[src/rtl/sync_fifo_param.sv]
// Parametrised single-clock FIFO with threshold flags and sticky error flags.
// Define FIFO_FWFT_EN for first-word-fall-through reads; default is a registered read.
module sync_fifo_param #(
  parameter int DATA_W   = 8,
  parameter int ADDR_W   = 6,
  parameter int AF_LEVEL = 60,
  parameter int AE_LEVEL = 4
) (
  input  logic              clk,
  input  logic              rst,
  input  logic              wr_en,
  input  logic [DATA_W-1:0] wr_data,
  input  logic              rd_en,
  input  logic              clr_err,
  output logic [DATA_W-1:0] rd_data,
  output logic              rd_valid,
  output logic              full,
  output logic              empty,
  output logic              almost_full,
  output logic              almost_empty,
  output logic [ADDR_W:0]   count,
  output logic              overflow,
  output logic              underflow
);
  localparam int DEPTH = 2**ADDR_W;
  localparam int PW    = ADDR_W + 1;

  if (AE_LEVEL < 0 || AE_LEVEL >= AF_LEVEL || AF_LEVEL > DEPTH) begin : g_bad_levels
    $error("sync_fifo_param: illegal AE_LEVEL/AF_LEVEL for DEPTH");
  end

  logic [PW-1:0]     wr_ptr_q, wr_ptr_d;
  logic [PW-1:0]     rd_ptr_q, rd_ptr_d;
  logic [PW-1:0]     cnt;
  logic              ovf_q, ovf_d;
  logic              unf_q, unf_d;
  logic              wr_acc, rd_acc;
  logic [DATA_W-1:0] mem_q [DEPTH];

  // Occupancy comes straight from the registered pointers; the wrap bit
  // makes full and empty distinguishable.
  assign cnt          = wr_ptr_q - rd_ptr_q;
  assign count        = cnt;
  assign full         = (cnt == PW'(DEPTH));
  assign empty        = (cnt == '0);
  assign almost_full  = (cnt >= PW'(AF_LEVEL));
  assign almost_empty = (cnt <= PW'(AE_LEVEL));
  assign overflow     = ovf_q;
  assign underflow    = unf_q;

  assign wr_acc = wr_en & ~full;
  assign rd_acc = rd_en & ~empty;

  always_comb begin
    wr_ptr_d = wr_ptr_q + PW'(wr_acc);
    rd_ptr_d = rd_ptr_q + PW'(rd_acc);
    // A fresh error event in the same cycle beats clr_err.
    ovf_d = (wr_en & full)  ? 1'b1 : (clr_err ? 1'b0 : ovf_q);
    unf_d = (rd_en & empty) ? 1'b1 : (clr_err ? 1'b0 : unf_q);
  end

  always_ff @(posedge clk) begin
    if (!rst) begin
      wr_ptr_q <= '0;
      rd_ptr_q <= '0;
      ovf_q    <= 1'b0;
      unf_q    <= 1'b0;
    end else begin
      wr_ptr_q <= wr_ptr_d;
      rd_ptr_q <= rd_ptr_d;
      ovf_q    <= ovf_d;
      unf_q    <= unf_d;
    end
  end

  always_ff @(posedge clk) begin
    if (rst && wr_acc) mem_q[wr_ptr_q[ADDR_W-1:0]] <= wr_data;
  end

`ifdef FIFO_FWFT_EN
  assign rd_data  = mem_q[rd_ptr_q[ADDR_W-1:0]];
  assign rd_valid = ~empty;
`else
  logic [DATA_W-1:0] rd_data_q, rd_data_d;
  logic              rd_valid_q, rd_valid_d;

  always_comb begin
    rd_data_d  = rd_acc ? mem_q[rd_ptr_q[ADDR_W-1:0]] : rd_data_q;
    rd_valid_d = rd_acc;
  end

  always_ff @(posedge clk) begin
    if (!rst) begin
      rd_data_q  <= '0;
      rd_valid_q <= 1'b0;
    end else begin
      rd_data_q  <= rd_data_d;
      rd_valid_q <= rd_valid_d;
    end
  end

  assign rd_data  = rd_data_q;
  assign rd_valid = rd_valid_q;
`endif

endmodule

[config.mk]
export PLATFORM = sky130hd
export DESIGN_NAME = sync_fifo_param
export DESIGN_NICKNAME = d
export VERILOG_FILES = /design/src/rtl/sync_fifo_param.sv
export SDC_FILE = /design/constraint.sdc
export NUM_CORES = 1
export LEC_CHECK = 0
export CORE_MARGIN = 1.5
export CORE_UTILIZATION = 46
export DETAILED_ROUTE_END_ITERATION = 7
export GPL_TIMING_DRIVEN = 0
export PLACE_DENSITY = 0.68
export SYNTH_ARGS = -nofsm -noshare
export SYNTH_HDL_FRONTEND = slang
export SYNTH_SLANG_ARGS = --single-unit
[constraint.sdc]
create_clock -name clk -period 8.7 [get_ports clk]
set_clock_uncertainty 0.15 [all_clocks]
set_input_delay 1.74 -clock clk [delete_from_list [all_inputs] [get_ports clk]]
set_output_delay 1.74 -clock clk [all_outputs]
set_load 0.05 [all_outputs]
==> run_results.csv, run 1 <==
group,metric,value,unit
status,status,"finished clean",
critical_path,startpoint_type,"flop",
synth,netlist_top_cells_area,"edfxtp_1 72%, mux4_2 12%, dfxtp_1 2.4%, mux2i_1 1.6%, nor2_1 1.5%",
drt,drc_errors,0,
synth,yosysTopAreaCell,"edfxtp_1",
synth,synth_top_area_share,72.26,%
critical_path,r2r-start,"rd_ptr_q[3]",
clock_tree,clock-sinks,537,
place,dp_hpwl,35700,µm
critical_path,reg2reg_slack,3.68,ns
power_and_ir_drop,power_density,285.3,mW/mm²
critical_path,worstSetupPathType,"reg2out",
floorplanning,start_util,46.78,%
critical_path,end_kind,"output port",
synth,syn-cell-area,0.02128,mm²
global_route,grt-ovfl-total,0,
clock_tree,worstSkewPairLatency,0.60,ns
layout,nFillCells,3621,
drt,routedWlPerCell,28.98,µm
clock_tree,cts-resized-gates,0,
timing,finalCritPeriodShare,87.05,%
clock_tree,cts_root_buf,"clkbuf_16",
synth,synthCells,1090,
critical_path,cp_slowest_stage_delay,0.95,ns
floorplanning,core-area,0.04548,mm²
floorplanning,dieArea,0.04755,mm²
power_and_ir_drop,switchingPower,2.093,mW
layout,fin_cells,1829,
floorplanning,fp.dieH,218.1,µm
clock_tree,cts_tree,"built",
timing,setup_viol,0,
critical_path,crit_chain,"clkbuf_1, inv_1, clkbuf_1, ha_1, a21oi_1, a21oi_1, mux2i_1, and2_1, buf_2, clkinv_1, a2111oi_0, clkdlybuf4s50_1",
synth,async_flop_share,0,%
drt,drt_iter0_drc,1430,
clock_tree,cts_buffer_depth,3,
power_and_ir_drop,power_frac_seq,42.1,%
synth,syn_nets,1114,
place,portBuffers,33,
timing,slew_violations,0,
power_and_ir_drop,leakagePower,7.510,nW
floorplanning,rows,78,
critical_path,critPathArrivalTime,5.68,ns
timing,fin_tns_setup,0,ns
power_and_ir_drop,p_clk_share,32.4,%
clock_tree,cts_buffers,53,
run,maxCapViolCount,0,
layout,nets,1210,
global_route,grt_pass1_wl,76070,µm
timing,tightest_slew,1.226,ns
critical_path,cp_slowest_cell,"clkdlybuf4s50_1",
hold_path,hold_class,"reg2reg",
synth,ys_seq_elements,537,
drt,num_vias,11148,
timing,hold_viol,0,
clock_tree,clk_pin_slew,0.06,ns
synth,synth_cell_types,56,
hold_path,hold_depth,2,
hold_path,hold_start,"overflow",
synth,avgSynthCellArea,19.52,µm²
drt,detail-route-antenna-nets,0,
clock_tree,cts_htree_levels,2,
synth,synth_top_flop_cell,"edfxtp_1",
critical_path,r2r_end,"rd_ptr_q[5]",
power_and_ir_drop,combPwrFrac,25.5,%
floorplanning,pin_count,35,
synth,synth.most_common_cell,"edfxtp_1",
place,place.gp.congestion,0.9309,
critical_path,reg2reg_depth,17,
synth,synth_edf_count,512,
synth,seq_area_frac_synth,74.61,%
place,dpl.cell_count,1731,
critical_path,worstPathRequired,6.81,ns
global_route,grt_max_degree,55,
timing,fmax,0.1320,GHz
layout,drive_gt1_share,20.28,%
synth,yosys_warnings,0,
power_and_ir_drop,ir_drop,0.2906,mV
clock_tree,ctsHoldBuffers,0,
timing,grt_setup_unrepaired,"false",
layout,area_delta_synth_final,13.60,%
floorplanning,die_w,218.1,µm
drt,first_pass_iters,6,
drt,wl,53000,µm
hold_path,worstHoldEndpoint,"overflow",
critical_path,cp_max_fo,10,
global_route,grt_pass1_vias,11134,
timing,slew_headroom,18.26,%
synth,synth.top_cells.by_count,"512 x edfxtp_1, 116 x mux4_2, 86 x nor2_1",
power_and_ir_drop,internal-power,4.803,mW
drt,vias_per_cell,6.095,
power_and_ir_drop,switching_share,30.34,%
clock_tree,postCtsSetupBuffers,0,
global_route,track_usage,22.85,%
timing,fin_crit,7.573,ns
global_route,antenna_found_initial,1,
metal layers:
| metal | vias to the layer above | GRT usage [%] | wire (µm) |
|---|---|---|---|
| li1 | 4682 | - | - |
| met1 | 5777 | 31.71 | 21480 |
| met2 | 569 | 34.89 | 24490 |
| met3 | 120 | 5.146 | 4941 |
| met4 | 0 | 10.00 | 2086 |
| met5 | - | 0 | 0 |
state kept, by name (all words and copies together) (netlist names):
signal	cells
mem_q	512
overflow	1
rd_data	8
rd_ptr_q	7
rd_valid	1
underflow	1
wr_ptr_q	7
how the worst max path moves through the flow:
stage,startpoint,slack (ns),cells past startpoint,end
after floorplan,rd_ptr_q[3],1.68,11,almost_empty
after global placement,rd_ptr_q[3],1.86,12,almost_empty
after detailed placement,rd_ptr_q[3],1.95,12,almost_empty
after CTS,rd_ptr_q[3],1.29,12,almost_empty
after global routing,rd_ptr_q[3],0.84,12,almost_empty
final,rd_ptr_q[3],1.13,12,almost_empty
logic make-up (layout without fill, tap and decap cells):
group,count (synthesis),count (layout),synth area share [%]
other cells,0,1,0
compound gates,124,124,4.799
simple gates,175,175,3.693
xor+xnor,15,15,0.6175
mux,152,152,13.98
fa+ha+maj,11,11,0.6822
flops,537,537,74.61
buf+inv,76,214,1.617
placed cells by master, fill, tap and decap left out, drive strengths merged, types with 5 or more instances in the layout:
cell type        n
clkdlybuf4s50   25
ha              10
nand2           37
nand3b           7
and3             7
mux4           116
edfxtp         512
a221oi           5
o21ai            5
clkinv          24
a22oi           16
a21oi           26
nand3           14
inv             21
buf             47
xor2             6
mux2i           35
xnor2            9
o22ai            9
o221ai          17
nor2            86
clkbuf          89
a211oi          14
and2             8
dfxtp           25
o211ai           7
power by group through the flow:
stage / Sequential [mW] / Combinational [mW] / Clock (mW)
floorplan: 3.00 / 1.10 / 0
finish: 2.90 / 1.76 / 2.23
global route: 2.90 / 1.84 / 2.35
CTS: 2.90 / 1.76 / 2.26
detailed placement: 2.96 / 1.75 / 0
global placement: 2.96 / 1.74 / 0
critical path: cells and delay by family, from the launching register on:
family,cells,cell delay (ns)
DFF,1,0.38
and+or+nand+nor,1,0.15
muxes,1,0.21
adders and majority gates,1,0.49
AOI/OAI and AO/OA,3,1.07
buffers and inverters,6,2.78
area by class of cell:
cell class | count | area [µm²] | area share, %
Antenna cell | 1 | 2.502 | 0.01035
Buffer | 54 | 261.5 | 1.082
Clock buffer | 66 | 1416 | 5.860
Clock inverter | 31 | 274.0 | 1.134
Inverter | 22 | 82.58 | 0.3417
Multi-Input combinational cell | 477 | 5057 | 20.92
Sequential cell | 537 | 15880 | 65.68
Tap cell | 600 | 750.7 | 3.106
Timing Repair Buffer | 41 | 450.4 | 1.864
per-stage QoR:
step	total power [mW]	util (%)	hold slack (ns)	setup slack (ns)	instance area (µm²)
final	6.896	53.15	0.3212	1.127	24170
after global routing	7.101	53.15	0.3511	0.8406	24170
after CTS	6.920	53.14	0.3196	1.288	24170
after detailed placement	4.707	49.43	0.3023	1.950	22480
after global placement	4.699	49.16	0.3036	1.862	22360
after floorplan	4.101	-	0.3481	1.678	21280
No activity file was read; power rests on OpenSTA's default activity.
==> inputs of run 2 (changes only) <==
Settings changed: PLACE_DENSITY 0.68 to not set, PLACE_DENSITY_LB_ADDON set to 0.2.
==> run 2 against run 1 <==
Compared with the run above: final area decreased by 0.12%; critical endpoint unchanged; register-to-register slack improved by 0.18 ns; sequential cell count stayed put; first-iteration DRC count shrank 11%; wire length grew 0.92%; setup slack better by 0.039 ns; combinational power barely moved; sequential power about the same; utilization shrank 0.063 points; non-clock buffer count did not move.
==> run_results.csv, run 2 (same netlist as run 1, synthesis figures left out) <==
group,metric,value,unit
status,status,"finished clean",
timing,slew_headroom,11.88,%
critical_path,worstPathRequired,6.81,ns
timing,grt_setup_unrepaired,"false",
global_route,grt_pass1_vias,11045,
floorplanning,dieArea,0.04755,mm²
clock_tree,cts_htree_levels,2,
clock_tree,postCtsSetupBuffers,0,
critical_path,end_kind,"output port",
floorplanning,start_util,46.78,%
critical_path,cp_max_fo,10,
drt,first_pass_iters,5,
clock_tree,clock-sinks,537,
layout,layout_commonest_cell,"edfxtp_1",
critical_path,worstSetupPathType,"reg2out",
clock_tree,cts_root_buf,"clkbuf_16",
place,place.gp.congestion,0.9184,
layout,nets,1211,
drt,wl,53490,µm
place,dp_hpwl,36700,µm
timing,fin_tns_setup,0,ns
drt,drc_errors,0,
clock_tree,clk_pin_slew,0.06,ns
power_and_ir_drop,ir_drop,0.2754,mV
drt,drt_iter0_drc,1268,
critical_path,startpoint_type,"flop",
global_route,grt_pass1_wl,77580,µm
timing,finalCritPeriodShare,86.60,%
clock_tree,cts_buffers,54,
timing,slew_violations,0,
power_and_ir_drop,power_density,284.4,mW/mm²
timing,hold_viol,0,
layout,drive_gt1_share,19.77,%
clock_tree,worstSkewPairLatency,0.60,ns
drt,num_vias,10928,
global_route,grt_max_degree,41,
timing,setup_viol,0,
drt,routedWlPerCell,29.23,µm
floorplanning,fp.dieH,218.1,µm
place,portBuffers,33,
global_route,grt-ovfl-total,0,
clock_tree,cts_buffer_depth,3,
power_and_ir_drop,leakagePower,7.501,nW
layout,postLayoutCellArea,0.02414,mm²
timing,fin_crit,7.534,ns
hold_path,hold_class,"reg2reg",
run,maxCapViolCount,0,
global_route,track_usage,23.31,%
layout,area_delta_synth_final,13.47,%
clock_tree,cts-resized-gates,0,
floorplanning,rows,78,
clock_tree,cts_tree,"built",
floorplanning,die_w,218.1,µm
layout,largest_register_ffs,512,
place,place_area,0.02249,mm²
global_route,antenna_found_initial,1,
layout,final_cell_mix,"512 x edfxtp_1, 116 x mux4_2, 86 x nor2_1, 55 x clkbuf_16, 39 x clkbuf_1",
floorplanning,core-area,0.04548,mm²
timing,tightest_slew,1.322,ns
drt,vias_per_cell,5.972,
critical_path,critPathArrivalTime,5.64,ns
timing,fmax,0.1327,GHz
clock_tree,ctsHoldBuffers,0,
floorplanning,pin_count,35,
drt,detail-route-antenna-nets,0,
-- run 2: worst max-delay path, stage by stage (launching register included) --
cell,delay (ns)
dfxtp_1,0.35
clkbuf_1,0.44
inv_1,0.29
clkbuf_1,0.38
ha_1,0.47
nand3_1,0.12
a21oi_1,0.22
mux2i_1,0.21
and2_1,0.13
buf_2,0.23
clkinv_1,0.41
a2111oi_0,0.82
clkdlybuf4s50_1,0.96
-- run 2: path summary, 6_finish.rpt --
check | from | to | slack [ns] | depth (start not counted)
worst max-delay path | rd_ptr_q[3] | almost_empty | 1.17 | 12
worst min-delay path | rd_data[7] | rd_data[7] | 0.31 | 2
worst max register to register | rd_ptr_q[3] | rd_ptr_q[6] | 3.86 | 17
worst min register to register | rd_data[7] | rd_data[7] | 0.31 | 2
-- run 2: per-layer routing --
| metal | vias up | GRT usage, % | routed length [µm] |
|---|---|---|---|
| met3 | 79 | 4.184 | 3952 |
| met2 | 410 | 35.89 | 24890 |
| met1 | 5753 | 33.99 | 23260 |
| met4 | 0 | 7.356 | 1388 |
| met5 | - | 0 | 0 |
| li1 | 4686 | - | - |
-- run 2: power by group --
part	leakage [nW]	switching, mW	internal [mW]	total, mW
combinational	1.89	1.11	0.665	1.78
sequential	4.81	0.0373	2.87	2.90
clock	0.802	0.943	1.24	2.18
-- run 2: per-stage QoR --
stage               util [%]  instances  power, mW  hold WS [ns]  setup WS [ns]
floorplan                  -       1090      4.101        0.3481          1.678
global placement       49.16       1723      4.724        0.3004          1.938
detailed placement     49.46       1731      4.731        0.3009          1.968
CTS                    53.08       1829      6.896        0.3151          1.314
global route           53.08       1830      7.074        0.3401         0.9256
finish                 53.08       1830      6.865        0.3076          1.166
-- run 2: final cells by class --
| type | count | area, µm² |
|---|---|---|
| antenna | 1 | 2.502 |
| buffer | 54 | 261.5 |
| clock buffer | 74 | 1478 |
| clock inverter | 24 | 168.9 |
| fill | 3667 | 21340 |
| inverter | 22 | 82.58 |
| multi-input combinational | 477 | 5057 |
| sequential | 537 | 15880 |
| tap | 600 | 750.7 |
| timing repair buffer | 41 | 465.4 |
==> inputs of run 3 (changes only) <==
Settings changed: CORE_MARGIN 1.5 to not set, SLEW_MARGIN set to 10.
==> run 3 against run 2 <==
Compared with the run above: via count rose by 1.3%; hold slack improved by 0.0053 ns; sequential cell count did not move; critical path type unchanged.
==> run_results.csv, run 3 (same netlist as run 1, synthesis figures left out) <==
group,metric,value,unit
critical_path,r2r_end,"rd_ptr_q[6]",
critical_path,reg2reg_slack,3.79,ns
layout,final_util,52.75,%
timing,fin_tns_setup,0,ns
critical_path,worstPathRequired,6.81,ns
clock_tree,clk_pin_slew,0.06,ns
timing,fin_crit,7.483,ns
global_route,grt_use_met1,35.13,%
place,dp_hpwl,36500,µm
hold_path,hold_class,"reg2reg",
critical_path,r2r-start,"rd_ptr_q[1]",
drt,drc_errors,0,
global_route,antenna_found_initial,1,
place,place.gp.congestion,0.9154,
critical_path,worstSetupPathType,"reg2out",
critical_path,cp_slowest_stage_delay,0.95,ns
power_and_ir_drop,ir_drop,0.2907,mV
drt,num_vias,11068,
timing,slew_headroom,14.02,%
floorplanning,pin_count,35,
critical_path,crit_chain,"buf_1, inv_2, fa_1, nand3_1, a21oi_1, mux2i_1, and2_1, buf_2, clkinv_1, a2111oi_0, clkdlybuf4s50_1",
drt,drt_iter0_drc,1297,
floorplanning,rows,78,
floorplanning,core-area,0.04548,mm²
floorplanning,dieArea,0.04712,mm²
global_route,grt_max_degree,45,
critical_path,cp.depth,11,
clock_tree,cts_buffers,53,
timing,setup_viol,0,
critical_path,reg2reg_depth,16,
drt,wl,54130,µm
clock_tree,postCtsSetupBuffers,0,
timing,slew_violations,0,
global_route,grt-ovfl-total,0,
critical_path,critPathArrivalTime,5.59,ns
timing,hold_viol,0,
layout,largest_register_ffs,512,
timing,fmax,0.1336,GHz
critical_path,startpoint_type,"flop",
global_route,grt-busiest-layer,"met2",
clock_tree,cts_htree_levels,2,
power_and_ir_drop,power_density,280.7,mW/mm²
critical_path,cp_slowest_cell,"clkdlybuf4s50_1",
layout,final_cell_mix,"512 x edfxtp_1, 116 x mux4_2, 86 x nor2_1, 54 x clkbuf_16, 39 x clkbuf_1",
clock_tree,ctsHoldBuffers,0,
place,portBuffers,33,
critical_path,endpoint,"almost_empty",
timing,finalCritPeriodShare,86.01,%
layout,drive_gt1_share,19.18,%
critical_path,cp_max_fo,11,
clock_tree,clock-sinks,537,
clock_tree,worstSkewPairLatency,0.60,ns
layout,layout_commonest_cell,"edfxtp_1",
timing,grt_setup_unrepaired,"false",
timing,tightest_slew,1.290,ns
global_route,track_usage,23.74,%
layout,postLayoutCellArea,0.02399,mm²
clock_tree,cts-resized-gates,0,
layout,nets,1210,
clock_tree,cts_buffer_depth,3,
critical_path,critPathBufInv,5,
global_route,grt_pass1_wl,78400,µm
global_route,grt_pass1_vias,11033,
floorplanning,die_w,217.1,µm
clock_tree,cts_tree,"built",
global_route,grt_use_met3,4.011,%
run,maxCapViolCount,0,
drt,first_pass_iters,6,
clock_tree,cts_root_buf,"clkbuf_16",
status,status,"finished clean",
place,place_area,0.02248,mm²
drt,detail-route-antenna-nets,0,
global_route,gr-usage-met2,35.60,%
floorplanning,start_util,46.78,%
critical_path,end_kind,"output port",
drt,vias_per_cell,6.078,
power_and_ir_drop,leakagePower,7.423,nW
drt,routedWlPerCell,29.72,µm
layout,area_delta_synth_final,12.75,%
critical_path,critical_path.top_delay_family,"buffers and inverters",
floorplanning,fp.dieH,217.1,µm
critical_path,startpoint,"rd_ptr_q[1]",
[run 3: routing by layer]
metal	up-vias	share of wire [%]	routed length, µm
li1	4677	-	-
met1	5798	43	23520
met2	496	46	24740
met3	97	7.6	4105
met4	0	3.3	1769
met5	-	0	0
[run 3: power breakdown]
group | internal, mW | leakage [nW] | switching [mW] | total [mW]
Clock | 1.13 | 0.730 | 0.927 | 2.06
Combinational | 0.664 | 1.89 | 1.11 | 1.77
Sequential | 2.87 | 4.81 | 0.0374 | 2.90
Total | 4.66 | 7.42 | 2.07 | 6.73
[run 3: worst min-delay path by stage]
stage	startpoint	endpoint	slack, ns	depth (start not counted)
after floorplan	wr_ptr_q[6]	wr_ptr_q[6]	0.35	2
after global placement	rd_data[7]	rd_data[7]	0.30	2
after detailed placement	overflow	overflow	0.30	2
after CTS	overflow	overflow	0.31	2
after global routing	overflow	overflow	0.32	2
final	overflow	overflow	0.31	2
[run 3: layout make-up]
cell class | count | area (µm²)
antenna | 1 | 2.502
inverter | 22 | 82.58
multi-input combinational | 477 | 5057
sequential | 537 | 15880
clock inverter | 19 | 97.59
fill | 3677 | 21490
timing repair buffer | 41 | 450.4
buffer | 54 | 261.5
clock buffer | 70 | 1411
tap | 600 | 750.7
[run 3: stage by stage]
step	power [mW]	worst slack, ns	hold WS, ns	cells
after global placement	4.724	1.851	0.3021	1723
after detailed placement	4.728	1.984	0.2974	1731
after global routing	6.951	0.8699	0.3233	1821
after floorplan	4.101	1.678	0.3481	1090
after CTS	6.765	1.298	0.3133	1820
final	6.734	1.217	0.3128	1821
[run 3: worst reg2reg max path, stage by stage, from the launching register on]
cell      delay (ns)
dfxtp_1         0.47
buf_1           0.80
inv_2           0.36
fa_1            0.54
nand3_1         0.11
a21oi_1         0.10
mux2i_1         0.15
and2_1          0.14
buf_2           0.24
clkinv_1        0.41
o21ai_4         0.46
inv_2           0.11
ha_1            0.23
ha_1            0.22
nand3_1         0.09
xor2_1          0.16
nor2_1          0.05
